### config.mk
export PLATFORM = sky130hd
export DESIGN_NAME = acf_frame_controller
export DESIGN_NICKNAME = d
export VERILOG_FILES = /design/src/rtl/acf_frame_controller.sv
export SDC_FILE = /design/constraint.sdc
export NUM_CORES = 1
export LEC_CHECK = 0
export BUFFER_PORTS_ARGS = -buffer_cell sky130_fd_sc_hd__buf_4
export CAP_MARGIN = 40
export CORE_MARGIN = 2
export CORE_UTILIZATION = 30
export DETAILED_ROUTE_END_ITERATION = 7
export PLACE_DENSITY = 0.51
export SKIP_CTS_REPAIR_TIMING = 1
export SYNTH_ARGS = -nofsm -noshare
export SYNTH_HDL_FRONTEND = slang
export SYNTH_SLANG_ARGS = --single-unit
### constraint.sdc
create_clock -name iClock -period 6.58 [get_ports iClock]
set_input_delay 1.316 -clock iClock [delete_from_list [all_inputs] [get_ports iClock]]
set_output_delay 1.316 -clock iClock [all_outputs]
set_load 0.03 [all_outputs]
### src/rtl/acf_frame_controller.sv
// acf_frame_controller: sequencer between a sample stream, the autocorrelation
// sum generator and the downstream LPC solver. Gates the generator enable,
// tracks block boundaries, banks each ACF burst into one of two coefficient
// banks and streams banked words out over a ready/valid interface. A flush
// request zero-pads the current block until its burst has been banked.
`timescale 1ns/1ps
module acf_frame_controller #(
  parameter int LAGS       = 12,
  parameter int BLOCK_SIZE = 4096,
  parameter int ACF_W      = 43
) (
  input  logic             iClock,
  input  logic             iReset,
  input  logic [15:0]      iSample,
  input  logic             iSampleValid,
  output logic             oSampleReady,
  input  logic             iFlush,
  output logic             oFlushDone,
  output logic             oAcfEnable,
  output logic [15:0]      oAcfSample,
  input  logic [ACF_W-1:0] iAcf,
  input  logic             iAcfValid,
  output logic [ACF_W-1:0] oCoef,
  output logic [3:0]       oCoefIndex,
  output logic             oCoefLast,
  output logic             oCoefValid,
  input  logic             iCoefReady
);

  localparam int IDX_W = 4;
  localparam int CNT_W = $clog2(BLOCK_SIZE + 1);
  localparam logic [IDX_W-1:0] LAST_IDX   = IDX_W'(LAGS);
  localparam logic [CNT_W-1:0] BLOCK_LAST = CNT_W'(BLOCK_SIZE);

  typedef enum logic [1:0] {B_EMPTY, B_FILLING, B_FULL, B_READING} bank_st_e;
  typedef enum logic {S_STREAM, S_FLUSH} state_e;

  state_e          state_q, state_d;
  bank_st_e        bank_st_q [2];
  bank_st_e        bank_st_d [2];
  logic            wr_ptr_q, wr_ptr_d;
  logic            rd_ptr_q, rd_ptr_d;
  logic [CNT_W-1:0] cnt_q, cnt_d;
  logic [IDX_W-1:0] cidx_q, cidx_d;
  logic [ACF_W-1:0] bank_q [2][LAGS+1];

  logic [ACF_W-1:0] coef_q, coef_d;
  logic [IDX_W-1:0] rd_idx_q, rd_idx_d;
  logic             vld_q, vld_d;
  logic             last_q, last_d;
  logic             flush_done_q, flush_done_d;

  logic             wr_ok;
  logic             acf_en;
  logic             sample_ready;
  logic [15:0]      acf_sample;
  logic             cap;
  logic             cap_last;
  logic [IDX_W-1:0] rd_idx_nxt;

  // The generator may only run while the write bank can still take a burst.
  assign wr_ok    = (bank_st_q[wr_ptr_q] == B_EMPTY) || (bank_st_q[wr_ptr_q] == B_FILLING);
  assign cap      = acf_en && iAcfValid;
  assign cap_last = cap && (cidx_q == LAST_IDX);
  assign rd_idx_nxt = rd_idx_q + IDX_W'(1);

  assign oSampleReady = sample_ready;
  assign oAcfEnable   = acf_en;
  assign oAcfSample   = acf_sample;
  assign oCoef        = coef_q;
  assign oCoefIndex   = rd_idx_q;
  assign oCoefLast    = last_q;
  assign oCoefValid   = vld_q;
  assign oFlushDone   = flush_done_q;

  // FSM state register
  always_ff @(posedge iClock) begin
    if (iReset) state_q <= S_STREAM;
    else        state_q <= state_d;
  end

  // FSM next state; a flush with nothing accumulated (after this cycle's
  // sample and capture) completes immediately without padding.
  always_comb begin
    state_d      = state_q;
    flush_done_d = 1'b0;
    case (state_q)
      S_STREAM: begin
        if (iFlush) begin
          if ((cnt_d != '0) || (cidx_d != '0)) state_d = S_FLUSH;
          else                                 flush_done_d = 1'b1;
        end
      end
      S_FLUSH: begin
        if (cap_last) begin
          state_d      = S_STREAM;
          flush_done_d = 1'b1;
        end
      end
      default: state_d = S_STREAM;
    endcase
  end

  // FSM outputs: generator drive and sample handshake, held low in reset
  always_comb begin
    sample_ready = 1'b0;
    acf_en       = 1'b0;
    acf_sample   = '0;
    if (!iReset) begin
      case (state_q)
        S_STREAM: begin
          sample_ready = wr_ok;
          acf_en       = iSampleValid && wr_ok;
          acf_sample   = iSample;
        end
        S_FLUSH: begin
          acf_en = wr_ok;
        end
        default: ;
      endcase
    end
  end

  // Block position and capture index advance on generator enables only
  always_comb begin
    cnt_d  = cnt_q;
    cidx_d = cidx_q;
    if (acf_en) cnt_d = (cnt_q == BLOCK_LAST) ? '0 : cnt_q + CNT_W'(1);
    if (cap)    cidx_d = cap_last ? '0 : cidx_q + IDX_W'(1);
  end

  // Bank bookkeeping and read-side output registers. Write and read sides
  // never touch the same bank in one cycle: the writer only owns EMPTY or
  // FILLING banks, the reader only FULL or READING ones.
  always_comb begin
    bank_st_d[0] = bank_st_q[0];
    bank_st_d[1] = bank_st_q[1];
    wr_ptr_d     = wr_ptr_q;
    rd_ptr_d     = rd_ptr_q;
    coef_d       = coef_q;
    rd_idx_d     = rd_idx_q;
    vld_d        = vld_q;
    last_d       = last_q;

    if (cap) begin
      if (cidx_q == '0) bank_st_d[wr_ptr_q] = B_FILLING;
      if (cap_last) begin
        bank_st_d[wr_ptr_q] = B_FULL;
        wr_ptr_d            = ~wr_ptr_q;
      end
    end

    if (vld_q && iCoefReady) begin
      if (rd_idx_q == LAST_IDX) begin
        bank_st_d[rd_ptr_q] = B_EMPTY;
        rd_ptr_d            = ~rd_ptr_q;
        rd_idx_d            = '0;
        // Chain straight into the other bank if it is already waiting.
        if (bank_st_q[~rd_ptr_q] == B_FULL) begin
          bank_st_d[~rd_ptr_q] = B_READING;
          coef_d               = bank_q[~rd_ptr_q][0];
          last_d               = (LAGS == 0);
          vld_d                = 1'b1;
        end else begin
          vld_d  = 1'b0;
          last_d = 1'b0;
        end
      end else begin
        rd_idx_d = rd_idx_nxt;
        coef_d   = bank_q[rd_ptr_q][rd_idx_nxt];
        last_d   = (rd_idx_nxt == LAST_IDX);
      end
    end else if (!vld_q && (bank_st_q[rd_ptr_q] == B_FULL)) begin
      bank_st_d[rd_ptr_q] = B_READING;
      rd_idx_d            = '0;
      coef_d              = bank_q[rd_ptr_q][0];
      last_d              = (LAGS == 0);
      vld_d               = 1'b1;
    end
  end

  // Control registers; reset drops any banked or in-flight data
  always_ff @(posedge iClock) begin
    if (iReset) begin
      bank_st_q[0] <= B_EMPTY;
      bank_st_q[1] <= B_EMPTY;
      wr_ptr_q     <= 1'b0;
      rd_ptr_q     <= 1'b0;
      cnt_q        <= '0;
      cidx_q       <= '0;
      coef_q       <= '0;
      rd_idx_q     <= '0;
      vld_q        <= 1'b0;
      last_q       <= 1'b0;
      flush_done_q <= 1'b0;
    end else begin
      bank_st_q[0] <= bank_st_d[0];
      bank_st_q[1] <= bank_st_d[1];
      wr_ptr_q     <= wr_ptr_d;
      rd_ptr_q     <= rd_ptr_d;
      cnt_q        <= cnt_d;
      cidx_q       <= cidx_d;
      coef_q       <= coef_d;
      rd_idx_q     <= rd_idx_d;
      vld_q        <= vld_d;
      last_q       <= last_d;
      flush_done_q <= flush_done_d;
    end
  end

  // Coefficient storage; validity is tracked by the bank state, so no reset
  always_ff @(posedge iClock) begin
    if (cap) bank_q[wr_ptr_q][cidx_q] <= iAcf;
  end

endmodule
# Word-level counts from Yosys, hierarchy flattened
# Memories as Yosys holds them, arrays and structs flattened. A register that Yosys moved wholly into a read port is not among the register bits.
# Cells that the tools add are included.
# Widths: inputs -> output; s select.
# op_classes
add_sub_neg	3
multipliers	0
div	0
order_cmp	9
n_eq_ne	9
n_shift	0
mux	64
bitwise	20
n_reduce_logical	21
# op_table
cell	count
$mux 559	1
$mux 43	7
$bmux 43 s4	1
$demux 43 s4	1
$mux 4	13
$mux 16	2
$mux 1	26
$mux 13	2
$add 13x1->13 const B	1
$eq 13x13->1 const B	1
$reduce_bool 13->1	1
$eq 4x4->1 const B	3
$ge 5x5->1 const B	2
$mux 2	5
$not 4->5	2
$logic_and 1x1->1	9
$add 4x1->4 const B	2
$or 4x4->4	2
$reduce_and 2->1	4
$demux 2 s1	3
$ge 2x2->1 const B	3
$lt 2x1->1 const B	3
$not 1->2	3
$pmux 1 s2	3
other kinds (18)	26
# word_totals
regBits	70
latch_bits	0
ramBits	1122
romBits	0
input_bits	65
out_inout_bits	68
word_cells	138
memories	2
# memory_table
name	words	width	read_ports	rd_ports_with_merged_regs	write_ports	line	text
bank_q	2	559	2	1	1	45	logic [ACF_W-1:0] bank_q [2][LAGS+1];
bank_st_q	2	2	5	2	2	39	bank_st_e bank_st_q [2];

# Logic depth before layout (Yosys ltp)
# Gate-level depths: netlist of run 1.
# depth
ltp_word	18
ltp_mapped	13
mapped_depth_nobuf	8

# Least setup slack after synthesis of run 1
# No wires, ideal clock.
# synth_path
kind	input -> register
start	input iReset
end	memory bank_st_q[0][1] (netlist bit)
setup_time_ns	0.093
arrival_time_ns	5.466
t_required_ns	6.487
slack_ns	1.021
stages	7
n_path_buf	2
cell_sequence	buf_6 -> o21ba_4 -> buf_6 -> nand3_1 -> nor3_1 -> nor2_1 -> a311oi_1
# synth_lines
element	line	text
from (decl)	13	input logic iReset,
to (decl)	39	

# Worst setup path in the final report of run 1
# layout_path
start	register rd_idx_q[0], in the netlist oCoefIndex[0]
end	register coef_q[4], in the netlist oCoef[4]
# layout_between
elab_chain_len	7
elab_cells_between_ends	10
classes_between	1 x add/sub; 2 x eq/ne; 5 x mux; 1 x bitwise; 1 x reduce/logical
# layout_rtl
element	line	text
from (decl)	48	logic [IDX_W-1:0] rd_idx_q, rd_idx_d;
from (signal assigned)	204	rd_idx_q <= rd_idx_d;
$add 4x1->4	65	assign rd_idx_nxt = rd_idx_q + IDX_W'(1);
$not 4->5 (not written as such)	170	coef_d = bank_q[rd_ptr_q][rd_idx_nxt];
$bmux 43 s4	170	
$mux 43 (not written as such) (2 in a row)	170	
$mux 43	154	if (rd_idx_q == LAST_IDX) begin
$mux 43	153	if (vld_q && iCoefReady) begin
to (signal assigned)	203	coef_q <= coef_d;
to (decl)	47	logic [ACF_W-1:0] coef_q, coef_d;
# Parallel ways exist; a longest one is shown, timed or not. The select of a mux whose other input is x is not followed.
# A chain may end at the register's enable or synchronous reset.

==> summary.md, run 1 <==
| Metric | Value |
|---|---|
| EDFF count, synth | `1118` |
| Critical path arrival | `5.17 ns` |
| Pin count of the biggest net entering global routing | `99` |
| Yosys cell types | `70` |
| Worst clock skew | `0.03024 ns` |
| Final GP Congestion | `0.7939` |
| Worst setup path start | `oCoefIndex[0]$_SDFFE_PP0P_` |
| Die height | `402.2 um` |
| First-pass GRT wire length | `189800 um` |
| Remaining antenna violation count | `0` |
| Final global-route overflow total | `0` |
| First-pass detailed-route iteration total | `8` |
| Max Freq | `218.3 MHz` |
| Post-synth ARST share | `0%` |
| Final Hold Viols | `0` |
| Reg2Reg Depth | `8` |
| DR top layer | `met4` |
| Routed wl met3 | `7405 um` |
| Avg Vias per Cell | `5.180` |
| GRT Total Usage | `16.10%` |
| Count leader, synth | `edfxtp_1` |
| Synth cell count leaders | `1118 x edfxtp_1, 243 x mux4_2, 144 x mux2i_1, 115 x nor2_1, 113 x a21oi_1` |
| Outcome | `complete, no violations` |
| Post-Synthesis Cells | `2503` |
| Clock Latency Late Sink | `0.72 ns` |
| Clk sinks | `1194` |
| CTS tree | `done` |
| CP endpoint | `oCoef[4]$_SDFFE_PP0P_` |
| CP Capture Type | `flop` |
| Layout cell share with drive strength beyond 1 | `25.16%` |
| Core area | `158000 um2` |
| Final setup viols | `0` |
| Wire per inst | `27.24 um` |
| P per Cell Area | `282.2 nW/um2` |
| Library cell with the largest summed area after synthesis | `edfxtp_1` |
| Reg clk slew, reported paths | `0.06 ns` |
| Initial Utilization | `30.11%` |
| Syn_nets | `2576` |
| Crit path max fanout | `57` |
| Leak | `16.78 nW` |
| Final slew viol count | `0` |
| Tot Pwr | `15.73 mW` |
| Layout area overhead | `17.17%` |
| CTS Buf Count | `121` |
| Initial antenna violation count | `1` |
| Cell Rows | `146` |
| Synth area leaders | `edfxtp_1 71%, mux4_2 12%, dfxtp_1 3.2%, mux2i_1 3.0%, a21oi_1 1.2%` |
| Via count | `25.17k` |
| Post-route setup TNS | `0 ns` |
| Top_reg_cell synth | `edfxtp_1` |
| Reg2reg start | `oCoefIndex[0]$_SDFFE_PP0P_` |
| Tightest Pin Transition | `0.8618 ns` |
| DRT iter0 DRCs | `2344` |
| Port Buffers | `132` |
| DP Wirelength | `81530 um` |
| DRC | `0` |
| Die area | `161800 um2` |
| Clk root buf | `clkbuf_16` |
| RR Endpoint | `oCoef[4]$_SDFFE_PP0P_` |
| Top-area cell type share of the netlist area | `70.56%` |
| Maximum clock insertion buffer count | `3` |
| Fill cell total of the finished layout | `14.59k` |
| RSZ-0062 raised after global routing | `no` |
| Hold WC Path Type | `reg2reg` |
| Max-slew headroom | `42.55%` |
| Htree depth | `3` |
| Final wirelength | `132400 um` |
| MaxCap Viol Count | `0` |
| Syn avg cell area | `19.01 um2` |
| Final cycle utilization of the critical path | `69.60%` |
| Flop2flop setup slack | `2.00 ns` |
| Peak supply drop | `0.2263 mV` |
| Met2 WL post-DR | `65350 um` |
| Min cycle time layout | `4.580 ns` |
| Die width | `402.2 um` |
| Synth warn | `0` |
| Setup Crit Path Kind | `reg2reg` |
| Met1 WL | `57010 um` |
| Critical path required time | `7.17 ns` |
| Yosys reg bits | `1194` |
| Final net count | `2752` |
| Vias in the first global route | `25.72k` |
| Ports | `133` |
| Crit path launch type | `flop` |
| Sequential area share after synthesis | `73.76%` |
| Synth Cell Area | `47580 um2` |
layer usage:
layer  vias to the layer above  track usage [%]
met4                         0            3.990
met3                       149            2.178
met2                       881            27.08
met1                     13440            22.02
li1                      10700                -
met5                         -                0
through the flow:
step           utilization, %  area [um2]  std cells  setup slack [ns]  hold WS, ns
3_3_place_gp            32.33       51080       4603             1.848       0.4902
5_1_grt                 35.28       55740       4858             1.813       0.5479
4_1_cts                 35.27       55730       4857             1.935       0.5015
6_report                35.28       55750       4859             2.000       0.4991
2_1_floorplan               -       47580       2503             1.021       0.4693
3_5_place_dp            32.65       51600       4627             1.860       0.4889
sequential cells by signal, indices dropped and copies added (netlist names), 4 cells and up, named ones only:
signal and flops:
oCoef 43, bank_st_q 4, cidx_q 4, cnt_q 13, oCoefIndex 4, bank_q 1118
worst max-delay path, stage by stage (launching register included):
cell,delay (ns)
dfxtp_4,0.77
buf_4,0.47
buf_16,0.28
buf_4,0.64
buf_4,0.75
mux4_2,0.41
mux4_1,0.51
a211o_1,0.31
a22o_1,0.18
power by group:
| group | internal, mW | switching (mW) |
|---|---|---|
| Clock | 4.22 | 2.92 |
| Sequential | 8.31 | 0.0119 |
| Combinational | 0.0705 | 0.199 |
| Total | 12.6 | 3.13 |
cells in the final DEF (no fill, tap or decap), types with 8 or more instances in the layout:
cell type | Yosys | layout
a211oi_1 | 29 | 29
a21oi_1 | 113 | 113
a221oi_1 | 34 | 34
a22oi_1 | 15 | 15
a31oi_1 | 13 | 12
and2_1 | 20 | 20
buf_12 | 0 | 21
buf_4 | 15 | 186
bufinv_16 | 0 | 18
clkbuf_1 | 74 | 25
clkbuf_16 | 0 | 123
clkbuf_8 | 0 | 8
clkinv_1 | 0 | 24
clkinv_2 | 0 | 24
dfxtp_1 | 76 | 73
edfxtp_1 | 1118 | 1118
inv_1 | 19 | 17
mux2_2 | 11 | 11
mux2i_1 | 144 | 143
mux4_2 | 243 | 243
nand2_1 | 38 | 38
nand3_1 | 28 | 28
nand3b_1 | 12 | 12
nand4_1 | 8 | 8
nor2_1 | 115 | 89
nor2_4 | 0 | 26
nor2b_1 | 20 | 20
nor3_1 | 44 | 43
o211ai_1 | 32 | 32
o21ai_0 | 69 | 69
o221ai_1 | 21 | 21
o22ai_1 | 8 | 8
o41ai_1 | 9 | 9
cells by family after synthesis:
| logic type | after synthesis | synth area share [%] |
|---|---|---|
| flops | 1194 | 73.76 |
| simple gates | 307 | 3.119 |
| mux | 404 | 15.10 |
| xor+xnor | 18 | 0.3471 |
| compound gates | 388 | 5.423 |
| fa+ha+maj | 8 | 0.2104 |
| buf+inv | 184 | 2.046 |
how the worst min path moves through the flow:
stage                       endpoint  slack [ns]             startpoint  depth (start not counted)
6_report       oCoef[5]$_SDFFE_PP0P_        0.50  oCoef[5]$_SDFFE_PP0P_                          2
5_1_grt        oCoef[5]$_SDFFE_PP0P_        0.55  oCoef[5]$_SDFFE_PP0P_                          2
4_1_cts        oCoef[5]$_SDFFE_PP0P_        0.50  oCoef[5]$_SDFFE_PP0P_                          2
3_5_place_dp   oCoef[5]$_SDFFE_PP0P_        0.49  oCoef[5]$_SDFFE_PP0P_                          2
3_3_place_gp     cnt_q[1]$_SDFF_PP0_        0.49    cnt_q[1]$_SDFF_PP0_                          2
2_1_floorplan    cnt_q[1]$_SDFF_PP0_        0.47    cnt_q[1]$_SDFF_PP0_                          2
cell type report:
type	count	area (um2)	share of cell area, %
antenna	1	2.502	0.004489
clock buffer	156	3282	5.887
clock inverter	74	855.8	1.535
inverter	21	78.83	0.1414
multi-input combinational	1125	11800	21.16
sequential	1194	35100	62.97
tap	2072	2592	4.650
timing repair buffer	216	2036	3.652
Power figures use the tool's default switching activity.
==> run 2: changes to the inputs <==
Settings changed: PLACE_DENSITY 0.51 to 0.53.
Clock period 6.58 ns to 3.9 ns, I/O delays scaled along.
==> run 2 against run 1 <==
Effect of this change:
- sequential power increased by 68%
- global-route usage rose by 0.051 points
- routed wire length is 0.72% lower
- largest cell class unchanged
- sequential share of layout area decreased by 0.21 points
- worst hold slack worse by 0.070 ns
- highest routed layer is now met5
- clock skew fell by 0.0057 ns
==> summary.md, run 2 (synthesis results as in run 1) <==
| Metric | Value |
|---|---|
| Outcome | `complete, no violations (unchanged)` |
| First-pass detailed-route iteration total | `7 (was 8)` |
| Commonest non-fill, non-tap cell in the layout | `edfxtp_1 (unchanged)` |
| Critical path arrival | `2.36 ns (was 5.17 ns)` |
| Max-slew headroom | `33.42% (was 42.55%)` |
| Clk root buf | `clkbuf_16 (unchanged)` |
| Min cycle time layout | `3.140 ns` |
| RSZ-0062 raised after global routing | `no (unchanged)` |
| Final Cell Area | `55940 um2 (was 55750 um2)` |
| Area after DPL | `51850 um2 (was 51600 um2)` |
| Layout area overhead | `17.57% (was 17.17%)` |
| P per Cell Area | `470.7 nW/um2 (was 282.2 nW/um2)` |
| DRC | `0 (unchanged)` |
| CTS tree | `done (unchanged)` |
| Leak | `16.89 nW (was 16.78 nW)` |
| Top reg by flops | `bank_q (unchanged)` |
| Ports | `133 (unchanged)` |
| Clk sinks | `1194 (unchanged)` |
| DRT iter0 DRCs | `2471 (was 2344)` |
| CTS Buf Count | `130 (was 121)` |
| Initial antenna violation count | `7 (was 1)` |
| Clock Latency Late Sink | `0.73 ns (was 0.72 ns)` |
| Reg clk slew, reported paths | `0.06 ns (about the same)` |
| Setup Crit Path Kind | `reg2out (was reg2reg)` |
| Maximum clock insertion buffer count | `3 (unchanged)` |
| Die area | `161800 um2 (unchanged)` |
| DP Wirelength | `73880 um (was 81530 um)` |
| Remaining antenna violation count | `0 (unchanged)` |
| GRT Total Usage | `16.15% (was 16.10%)` |
| Hold WC Path Type | `in2reg (was reg2reg)` |
| First-pass GRT wire length | `189200 um (was 189800 um)` |
| Vias in the first global route | `25.59k (was 25.72k)` |
| Avg Vias per Cell | `5.167 (was 5.180)` |
| Layout cell share with drive strength beyond 1 | `25.90% (was 25.16%)` |
| Crit path launch type | `flop (unchanged)` |
| Max Freq | `318.5 MHz` |
| Wire per inst | `26.84 um (was 27.24 um)` |
| Final net count | `2793 (was 2752)` |
| Final Hold Viols | `0 (unchanged)` |
| Port Buffers | `132 (unchanged)` |
| Worst clock skew | `0.02452 ns (was 0.03024 ns)` |
| Die width | `402.2 um (unchanged)` |
| Final cycle utilization of the critical path | `80.52%` |
| Htree depth | `4 (was 3)` |
| Final wirelength | `131400 um (was 132400 um)` |
| Crit path max fanout | `11 (was 57)` |
| Core area | `158000 um2 (unchanged)` |
| CP Capture Type | `output port (was flop)` |
| Final setup viols | `0 (unchanged)` |
| Largest register FFs | `1118 (unchanged)` |
| Critical path required time | `3.12 ns (was 7.17 ns)` |
| Cell Rows | `146 (unchanged)` |
| Final global-route overflow total | `0 (unchanged)` |
| Most frequent cells in the layout | `1118 x edfxtp_1, 243 x mux4_2, 216 x buf_4 (was 1118 x edfxtp_1, 243 x mux4_2, 186 x buf_4)` |
| Tightest Pin Transition | `0.9987 ns (was 0.8618 ns)` |
| Pin count of the biggest net entering global routing | `66 (was 99)` |
| Final GP Congestion | `0.7646 (was 0.7939)` |
| MaxCap Viol Count | `0 (unchanged)` |
| Peak supply drop | `0.3914 mV (was 0.2263 mV)` |
| Flop2flop setup slack | `0.88 ns (was 2.00 ns)` |
| Initial Utilization | `30.11% (unchanged)` |
| Final slew viol count | `0 (unchanged)` |
| Via count | `25.30k (was 25.17k)` |
| Fin util | `35.40% (was 35.28%)` |
| Die height | `402.2 um (unchanged)` |
run 2: changes by cell type in the layout (fill, tap and decap cells not counted), moves of 4 or more:
| cell | delta |
|---|---|
| clkinv_2 | -4 |
| buf_4 | +30 |
| inv_6 | +6 |
| bufinv_16 | -10 |
| clkinv_1 | -5 |
| clkbuf_16 | +10 |
| buf_16 | -4 |
| clkbuf_1 | +12 |
| clkbuf_8 | -4 |
| buf_12 | +6 |
run 2: area by class of cell:
cell class | instances | area (um2)
clock buffer | 174 | 3522
timing repair buffer | 248 | 2271
multi-input combinational | 1125 | 11810
antenna | 2 | 5.005
tap | 2072 | 2592
inverter | 21 | 78.83
clock inverter | 60 | 560.5
sequential | 1194 | 35100
fill | 14650 | 102100
run 2: worst paths after layout:
kind / start / end / cells after the start
min: iAcf[4] / bank_q[1][391]$_DFFE_PP_ / 1
max reg2reg: oCoefIndex[3]$_SDFFE_PP0P_ / oCoef[30]$_SDFFE_PP0P_ / 8
max: flop / oAcfEnable / 4
min reg2reg: oCoef[5]$_SDFFE_PP0P_ / oCoef[5]$_SDFFE_PP0P_ / 2
run 2: worst max-delay path: stages (launching register included):
cell and delay, ns:
dfxtp_1 0.36, mux2i_2 0.47, nand2_1 0.30, inv_2 0.28, buf_4 0.22
run 2: where the power goes:
group	total, mW	switching (mW)	leakage (nW)	internal, mW
Clock	11.9	4.96	2.00	6.90
Sequential	14.0	0.0189	10.7	14.0
Combinational	0.421	0.306	4.23	0.115
Total	26.3	5.28	16.9	21.0
run 2: layer usage:
layer  vias to the layer above  track usage [%]  wire length, um  share of wire (%)
met2                       796            26.58            64270                 49
met4                         6            4.953             3415                2.6
met5                         -                0               46              0.035
li1                      10800                -                -                  -
met3                       192            2.551             6765                5.1
met1                     13510            21.98            56910                 43
run 2: metrics by stage:
stage	cells	setup WS [ns]	power, mW	TNS, ns	hold slack (ns)
after CTS	4894	0.7200	26.62	0	0.3828
after global placement	4655	0.8338	14.73	0	0.4796
after detailed placement	4660	0.9227	14.74	0	0.4837
final	4896	0.7598	26.33	0	0.4292
after global routing	4896	0.5515	27.09	0	0.4031
after floorplan	2503	-0.3139	14.46	-158.90	0.4693
==> run 3: changes to the inputs <==
Settings changed: PLACE_DENSITY 0.53 to 0.51.
Clock period 3.9 ns to 3.24 ns, I/O delays scaled along.
==> run 3 against run 2 <==
Effect of this change:
- first-iteration DRC count decreased by 0.73%
- die area unchanged
- critical path depth increased by 2
- highest routed layer unchanged
- largest power group unchanged
- sequential share of layout area is 0.56 points lower
- sequential cell count is the same
- utilization rose by 0.32 points
==> summary.md, run 3 (synthesis results as in run 1) <==
| Metric | Value |
|---|---|
| DRC | `0 (unchanged)` |
| Area after DPL | `52160 um2 (was 51850 um2)` |
| CTS tree | `done (unchanged)` |
| RSZ-0062 raised after global routing | `no (unchanged)` |
| Max-slew headroom | `44.05% (was 33.42%)` |
| Commonest non-fill, non-tap cell in the layout | `edfxtp_1 (unchanged)` |
| Min cycle time layout | `2.993 ns` |
| Port Buffers | `132 (unchanged)` |
| Final Cell Area | `56440 um2 (was 55940 um2)` |
| Largest register FFs | `1118 (unchanged)` |
| Cell Rows | `146 (unchanged)` |
| Fill cell total of the finished layout | `14.53k (was 14.65k)` |
| Wire per inst | `27.21 um (was 26.84 um)` |
| MaxCap Viol Count | `0 (unchanged)` |
| Worst Hold Slack | `0.2735 ns (was 0.4292 ns)` |
| GRT Total Usage | `16.39% (was 16.15%)` |
| Initial antenna violation count | `6 (was 7)` |
| CP Capture Type | `flop (was output port)` |
| Final global-route overflow total | `0 (unchanged)` |
| Die width | `402.2 um (unchanged)` |
| Clk sinks | `1194 (unchanged)` |
| First-pass detailed-route iteration total | `5 (was 7)` |
| Setup Crit Path Kind | `reg2reg (was reg2out)` |
| Hold wc startpoint | `iAcf[22] (was iAcf[4])` |
| Clk root buf | `clkbuf_16 (unchanged)` |
| Final setup viols | `0 (unchanged)` |
| Critical path arrival | `3.60 ns (was 2.36 ns)` |
| Remaining antenna violation count | `0 (unchanged)` |
| Final Hold Viols | `0 (unchanged)` |
| Avg Vias per Cell | `5.223 (was 5.167)` |
| DP Wirelength | `77060 um (was 73880 um)` |
| Die area | `161800 um2 (unchanged)` |
| Final GP Congestion | `0.7885 (was 0.7646)` |
| CTS Buf Count | `132 (was 130)` |
| Final wirelength | `133600 um (was 131400 um)` |
| Final slew viol count | `0 (unchanged)` |
| Placement Setup Slack | `0.2378 ns (was 0.9227 ns)` |
| DRT iter0 DRCs | `2453 (was 2471)` |
| Pin count of the biggest net entering global routing | `119 (was 66)` |
| Worst setup path start | `oCoefIndex[0]$_SDFFE_PP0P_` |
| Critical path required time | `3.85 ns (was 3.12 ns)` |
| Max Freq | `334.1 MHz` |
| Core area | `158000 um2 (unchanged)` |
| FF/Latch Area | `35100 um2 (unchanged)` |
| Vias in the first global route | `26.26k (was 25.59k)` |
| Crit path max fanout | `101 (was 11)` |
| P per Cell Area | `570.0 nW/um2 (was 470.7 nW/um2)` |
| Most frequent cells in the layout | `1118 x edfxtp_1, 243 x mux4_2, 202 x buf_4 (was 1118 x edfxtp_1, 243 x mux4_2, 216 x buf_4)` |
| Maximum clock insertion buffer count | `3 (unchanged)` |
| Area of the multi-input gates | `11810 um2 (about the same)` |
| Layout cell share with drive strength beyond 1 | `26.46% (was 25.90%)` |
| Final net count | `2802 (was 2793)` |
| Via count | `25.64k (was 25.30k)` |
| Reg clk slew, reported paths | `0.06 ns (about the same)` |
| First-pass GRT wire length | `191800 um (was 189200 um)` |
| Die height | `402.2 um (unchanged)` |
| Worst clock skew | `0.03033 ns (was 0.02452 ns)` |
| Peak supply drop | `0.5088 mV (was 0.3914 mV)` |
| Layout area overhead | `18.63% (was 17.57%)` |
| Ports | `133 (unchanged)` |
| Hold WC Path Type | `in2reg (unchanged)` |
| Setup WS post-layout | `0.2471 ns (was 0.7598 ns)` |
| Tightest Pin Transition | `0.8392 ns (was 0.9987 ns)` |
| Outcome | `complete, no violations (unchanged)` |
| Reg2reg start | `oCoefIndex[0]$_SDFFE_PP0P_ (was oCoefIndex[3]$_SDFFE_PP0P_)` |
| Htree depth | `4 (unchanged)` |
| Crit path launch type | `flop (unchanged)` |
| Initial Utilization | `30.11% (unchanged)` |
| Top reg by flops | `bank_q (unchanged)` |
| Leak | `17.09 nW (was 16.89 nW)` |
| Final cycle utilization of the critical path | `92.37%` |
| Clock Latency Late Sink | `0.76 ns (was 0.73 ns)` |
[run 3: cell count changes in the layout (fill, tap and decap cells not counted), sizes merged]
cell	before	now
clkbuf	174	185
buf	248	255
clkinvlp	2	3
clkinv	41	35
[run 3: area by class of cell]
| cell class | instances | share of cell area [%] |
|---|---|---|
| multi-input cells | 1125 | 20.93 |
| diodes | 2 | 0.008867 |
| well taps | 2072 | 4.593 |
| clock buffers | 185 | 6.588 |
| repair buffers | 255 | 4.578 |
| inverters | 21 | 0.1397 |
| clock inverters | 55 | 0.9754 |
| flip-flops and latches | 1194 | 62.19 |
[run 3: path summary, 6_finish.rpt]
check	endpoint	slack [ns]	cells past startpoint
hold reg to reg	oCoef[16]$_SDFFE_PP0P_	0.51	2
setup reg to reg	oCoef[32]$_SDFFE_PP0P_	0.25	6
setup / recovery	oCoef[32]$_SDFFE_PP0P_	0.25	6
hold / removal	bank_q[0][280]$_DFFE_PP_	0.27	1
[run 3: report_power, final]
group | leakage (nW) | internal, mW | total (mW) | switching (mW)
combinational | 4.33 | 0.139 | 0.519 | 0.380
sequential | 10.7 | 16.9 | 16.9 | 0.0222
clock | 2.09 | 8.69 | 14.7 | 6.06
[run 3: critical path, stage by stage (launching register included)]
cell and delay, ns:
dfxtp_4 0.40, buf_12 0.46, buf_4 0.59, mux4_2 0.39, mux4_2 0.46, o211ai_1 0.27, a211oi_1 0.12
[run 3: metal layers]
metal / vias to the layer above / global-route usage, % / wire length, um
li1: 10790 / - / -
met1: 13740 / 21.75 / 56320
met2: 891 / 27.38 / 66180
met3: 221 / 2.850 / 7347
met4: 2 / 5.118 / 3722
met5: - / 0 / 13
[run 3: per-stage QoR]
stage,utilization (%),instances,TNS [ns],power [mW]
2_1_floorplan,-,2503,-264.44,17.40
4_1_cts,35.71,4907,0,32.51
3_5_place_dp,33.01,4667,0,17.76
5_1_grt,35.72,4908,0,33.11
6_report,35.72,4909,0,32.17
3_3_place_gp,32.94,4660,0,17.72
